### config.mk
export PLATFORM = sky130hd
export DESIGN_NAME = operand_serializer
export DESIGN_NICKNAME = d
export VERILOG_FILES = /design/src/rtl/operand_serializer_pkg.sv /design/src/rtl/piso_shift_reg.sv /design/src/rtl/operand_serializer.sv
export SDC_FILE = /design/constraint.sdc
export NUM_CORES = 1
export LEC_CHECK = 0
export BUFFER_PORTS_ARGS = -buffer_cell sky130_fd_sc_hd__buf_4
export CORE_ASPECT_RATIO = 0.9
export CORE_MARGIN = 3
export CORE_UTILIZATION = 47
export DETAILED_ROUTE_END_ITERATION = 8
export PLACE_DENSITY = 0.74
export SLEW_MARGIN = 10
export SYNTH_ARGS = -nofsm -noshare
export SYNTH_HDL_FRONTEND = slang
export SYNTH_SLANG_ARGS = --single-unit
### constraint.sdc
create_clock -name clk -period 1.34 [get_ports clk]
set_input_delay 0.268 -clock clk [delete_from_list [all_inputs] [get_ports clk]]
set_output_delay 0.268 -clock clk [all_outputs]
set_load 0.005 [all_outputs]
### src/rtl/operand_serializer_pkg.sv
// Operand serializer shared types.
// State encoding and default operand width.
package operand_serializer_pkg;

  localparam int DEFAULT_WIDTH = 8;

  typedef enum logic [1:0] {
    IDLE  = 2'd0,
    CLEAR = 2'd1,
    SHIFT = 2'd2,
    DONE  = 2'd3
  } state_e;

endpackage

### src/rtl/piso_shift_reg.sv
// Parallel-in serial-out shift register.
// Loads a word, shifts right with zero fill, LSB out.
module piso_shift_reg #(
  parameter int WIDTH = 8
) (
  input  logic             clk,
  input  logic             reset,
  input  logic             load,
  input  logic             shift,
  input  logic [WIDTH-1:0] din,
  output logic             lsb
);

  logic [WIDTH-1:0] data_q;
  logic [WIDTH-1:0] data_d;

  // Next word: load has priority over shift.
  always_comb begin
    data_d = data_q;
    if (load) begin
      data_d = din;
    end else if (shift) begin
      data_d = data_q >> 1;
    end
  end

  // Register with synchronous active-low clear.
  always_ff @(posedge clk) begin
    if (!reset) begin
      data_q <= '0;
    end else begin
      data_q <= data_d;
    end
  end

  assign lsb = data_q[0];

endmodule

### src/rtl/operand_serializer.sv
// Operand serializer top: FSM, bit counter
// and two PISO registers feeding a serial adder.
module operand_serializer
  import operand_serializer_pkg::*;
#(
  parameter int WIDTH = DEFAULT_WIDTH
) (
  input  logic             clk,
  input  logic             reset,
  input  logic             load_valid,
  output logic             load_ready,
  input  logic [WIDTH-1:0] op_a,
  input  logic [WIDTH-1:0] op_b,
  input  logic             abort,
  output logic             adder_clear,
  output logic             data_out1,
  output logic             data_out2,
  output logic             shift_control,
  output logic             busy,
  output logic             done
);

  localparam int CW = $clog2(WIDTH + 1);
  localparam logic [CW-1:0] LAST = CW'(WIDTH - 1);

  state_e        state_q;
  state_e        state_d;
  logic [CW-1:0] cnt_q;
  logic [CW-1:0] cnt_d;
  logic          accept;
  logic          in_shift;
  logic          a_lsb;
  logic          b_lsb;

  assign accept   = (state_q == IDLE) && load_valid;
  assign in_shift = (state_q == SHIFT);

  // Next-state and counter logic; abort beats the last-bit exit.
  always_comb begin
    state_d = state_q;
    cnt_d   = cnt_q;
    unique case (state_q)
      IDLE: begin
        if (load_valid) state_d = CLEAR;
      end
      CLEAR: begin
        cnt_d   = '0;
        state_d = abort ? IDLE : SHIFT;
      end
      SHIFT: begin
        cnt_d = cnt_q + CW'(1);
        if (abort) begin
          state_d = IDLE;
        end else if (cnt_q == LAST) begin
          state_d = DONE;
        end
      end
      DONE: begin
        state_d = IDLE;
      end
      default: begin
        state_d = IDLE;
      end
    endcase
  end

  // State and counter registers.
  always_ff @(posedge clk) begin
    if (!reset) begin
      state_q <= IDLE;
      cnt_q   <= '0;
    end else begin
      state_q <= state_d;
      cnt_q   <= cnt_d;
    end
  end

  piso_shift_reg #(
    .WIDTH (WIDTH)
  ) u_sr_a (
    .clk   (clk),
    .reset (reset),
    .load  (accept),
    .shift (in_shift),
    .din   (op_a),
    .lsb   (a_lsb)
  );

  piso_shift_reg #(
    .WIDTH (WIDTH)
  ) u_sr_b (
    .clk   (clk),
    .reset (reset),
    .load  (accept),
    .shift (in_shift),
    .din   (op_b),
    .lsb   (b_lsb)
  );

  assign load_ready    = (state_q == IDLE);
  assign busy          = (state_q != IDLE);
  assign adder_clear   = (state_q == CLEAR);
  assign shift_control = in_shift;
  assign done          = (state_q == DONE);
  assign data_out1     = in_shift & a_lsb;
  assign data_out2     = in_shift & b_lsb;

endmodule

==> results summary <==
The area of the die came out at about 3100 um^2. The run finished, with violations left. The net count after synthesis came out at around 140.

The worst setup path is launched from a register. In this run the deepest clock path goes through 2 buffers. The synthesized area per cell came out at ~10 um^2.

The number of CTS-inserted buffers is 3. The initial antenna violation count was 0. The most common cell after layout, fill and taps aside is sky130_fd_sc_hd__buf_4.

The synthesized instance count came out at around 120. The post-layout total power is 1.53 mW. TritonCTS built the clock tree.

The first-iteration detailed-routing DRC count came out at 16. The measured slew at the worst slew-check pin came out at 0.239 ns. The core region area came out at roughly 2300 um^2. The width of the die came out at just under 60 um. By startpoint and endpoint, the worst setup path is classified as register to output port. The total number of placement rows came out at 16. In this run the clock root is driven by a sky130_fd_sc_hd__clkbuf_4.

The number of instances on the worst hold path is 2. The leakage power came out at 0.813 nW. 0 antenna diodes ended up in the layout.

The peak supply drop came out at roughly 750 uV. The number of sinks driven by the clock tree came out at 22. The sum of overflow across all layers after global routing came out at 0. The share of the Yosys chip area taken by registers is 0.380. The post-route clock skew came out at 0.00839 ns.

In this run the number of H-tree levels came out at 1. The number of global-route vias before repair is 937. The detail-routed via count per cell is roughly 5.4. The max capacitance violation total came out at 0. The class of the tightest hold or removal check is input port to register. The via total after detailed routing came out at about 990. Setup violations remaining at the end of the flow were counted as 14.

The routed design has between 2000 and 3000 um of wire. The startpoint of the worst-slack reg-to-reg timing path is state_q[0]. After detailed routing, the average wire length per cell comes to approximately 16 um. The worst hold path terminates at u_sr_a.data_q[5]. The share of the clock period used by the worst path is 1.14. Before antenna repair, the detailed router went through 4 iterations.

The count of hold-fix buffers inserted at cts came out at 0. The achievable clock frequency came out at about 650 MHz. The final worst setup slack came out at -0.189 ns. The worst-case register-to-register setup slack came out at -0.03 ns. The number of max-slew violations in the final report is 0. The number of primary I/O pins is 27. The worst path arrival time came out at 1.26 ns. The count of endpoints failing hold in the final timing report is 0.

Input and output buffers added on the ports amount to 26. The worst register-to-register path ends at u_sr_a.data_q[3]. The final layout contains between 150 and 200 nets. The final hold slack came out at 0.187 ns. The layout overhead on the synthesized area is 43.7%. Along the worst path, the maximum fanout reaches 3.

Counting I/O delays and the setup requirement, the final critical path takes 1.53 ns. The weighted congestion reported at the end of routability-driven placement came out at roughly 0.74. The total power divided by cell area is 921 nW/um^2. Clock latency on the worst-skew pair, taken at its later pin, is 0.31 ns. Setup repair after global routing could not meet its margin everywhere. The required time reported for the critical path endpoint came out at between 1 and 1.5 ns. The die height is approximately 53 um. The origin of the worst min-delay path is op_a[5].

The HPWL reported at the end of detailed placement came out at roughly 1600 um. The cell area after synthesis came out at 1160 um^2. The residual antenna-violating net count after detailed routing is 0. Leaving out fill and tap cells, the most frequent cells in the layout are sky130_fd_sc_hd__buf_4, sky130_fd_sc_hd__dfxtp_1, sky130_fd_sc_hd__mux2i_1. For this configuration, the core starts out at a cell density of 0.512. Entering global routing, the biggest net connects 31 pins. The count of state elements after synthesis came out at 22. The unique cell type count in the Yosys netlist came out at 26. The warning count from the yosys run is 0.

The checks that failed: setup timing. The ratio of cells with drive above 1 in the final layout came out at 0.423. The DRC violation count after routing came out at 0.

The first-pass GRT wire length came out at roughly 4100 um. The path depth of the worst reg2reg path came out at 7. The clock edge transition at the registers on the reported setup and hold paths is between 0.1 and 0.15 ns. For this run, the total global-route usage over all layers was measured as 0.181.

The type of destination of the critical path is an output port. The worst relative slew slack is 0.841.
==> sequential cells by signal, summed over array words and instances (netlist names) <==
signal and flops:
u_sr_a.data_q 8, state_q 2, u_sr_b.data_q 8, cnt_q 4
==> cells in the mapped netlist <==
| master | count | area share |
|---|---|---|
| sky130_fd_sc_hd__dfxtp_1 | 22 | 0.38 |
| sky130_fd_sc_hd__nand2_1 | 17 | 0.055 |
| sky130_fd_sc_hd__mux2i_1 | 16 | 0.14 |
| sky130_fd_sc_hd__o211a_1 | 14 | 0.12 |
| sky130_fd_sc_hd__ha_1 | 6 | 0.065 |
| sky130_fd_sc_hd__a21boi_0 | 4 | 0.026 |
| sky130_fd_sc_hd__nand3_1 | 4 | 0.017 |
| sky130_fd_sc_hd__and2_1 | 3 | 0.016 |
| sky130_fd_sc_hd__inv_1 | 3 | 0.0097 |
| sky130_fd_sc_hd__nand3b_1 | 3 | 0.019 |
| sky130_fd_sc_hd__buf_4 | 2 | 0.013 |
| sky130_fd_sc_hd__buf_6 | 2 | 0.019 |
| sky130_fd_sc_hd__clkbuf_1 | 2 | 0.0065 |
| sky130_fd_sc_hd__nand2b_1 | 2 | 0.011 |
| sky130_fd_sc_hd__nor2b_1 | 2 | 0.011 |
| sky130_fd_sc_hd__o21a_1 | 2 | 0.013 |
| sky130_fd_sc_hd__o31a_1 | 2 | 0.015 |
| sky130_fd_sc_hd__a21oi_2 | 1 | 0.0076 |
| sky130_fd_sc_hd__and3_2 | 1 | 0.0065 |
| sky130_fd_sc_hd__buf_2 | 1 | 0.0043 |
| sky130_fd_sc_hd__buf_8 | 1 | 0.013 |
| sky130_fd_sc_hd__nor2_1 | 1 | 0.0032 |
| sky130_fd_sc_hd__nor2b_4 | 1 | 0.012 |
| sky130_fd_sc_hd__nor3_1 | 1 | 0.0043 |
| sky130_fd_sc_hd__nor3b_1 | 1 | 0.0065 |
| sky130_fd_sc_hd__o211ai_1 | 1 | 0.0065 |
==> through the flow <==
| step | TNS [ns] | instance area [um^2] | worst slack, ns | std cells | util |
|---|---|---|---|---|---|
| final | -0.942 | 1670 | -0.189 | 183 | 0.736 |
| after floorplan | 0 | 1160 | 0.00702 | 115 | - |
| after detailed placement | 0 | 1420 | 0.0145 | 167 | 0.626 |
| after global placement | 0 | 1420 | 0.0221 | 167 | 0.626 |
| after global routing | -2.30 | 1670 | -0.236 | 183 | 0.736 |
| after CTS | -1.04 | 1560 | -0.172 | 178 | 0.691 |
==> final cells by class <==
type | instances | area [um^2]
multi-input cells | 82 | 699
inverters | 3 | 13.8
flip-flops and latches | 22 | 445
well taps | 27 | 33.8
fillers | 162 | 597
clock buffers | 4 | 36.3
repair buffers | 45 | 437
==> layer usage <==
| layer | vias to the layer above | global-route usage | part of all wire |
|---|---|---|---|
| li1 | 493 | - | - |
| met1 | 466 | 0.183 | 0.41 |
| met2 | 21 | 0.325 | 0.52 |
| met3 | 9 | 0.0512 | 0.038 |
| met4 | 0 | 0.112 | 0.031 |
| met5 | - | 0 | 0 |
==> where the power goes <==
group          internal (mW)  switching [mW]
Clock                  0.166           0.200
Sequential             0.707          0.0319
Combinational          0.249           0.179
==> repair_timing <==
| item | CTS | global route |
|---|---|---|
| setup buffers | 7 | 3 |
| pin swaps | 4 | 1 |
| gates resized for setup | 18 | 10 |
| setup endpoints to repair | 9 | 27 |
| cloned | 0 | 2 |
| endpoints found under the hold margin | 0 | 0 |
==> worst max-delay path: stages, from the launching register on <==
cell	delay, ns
sky130_fd_sc_hd__dfxtp_2	0.37
sky130_fd_sc_hd__inv_4	0.05
sky130_fd_sc_hd__ha_4	0.17
sky130_fd_sc_hd__buf_12	0.13
sky130_fd_sc_hd__and2_4	0.13
sky130_fd_sc_hd__buf_6	0.11
==> how the worst max path moves through the flow <==
stage | start | to | slack, ns
final | state_q[0] | data_out1 | -0.19
after global routing | state_q[0] | data_out1 | -0.24
after CTS | state_q[0] | data_out2 | -0.17
after detailed placement | state_q[0] | cnt_q[3] | 0.01
after global placement | state_q[0] | data_out1 | 0.02
after floorplan | state_q[0] | state_q[0] | 0.007
==> cells by family after synthesis <==
family	count (synthesis)	share of synthesized area
flops	22	0.380
fa+ha+maj	6	0.0648
simple gates	36	0.162
compound gates	24	0.189
mux	16	0.138
buf+inv	11	0.0659
(Power assumes the default switching activity.)
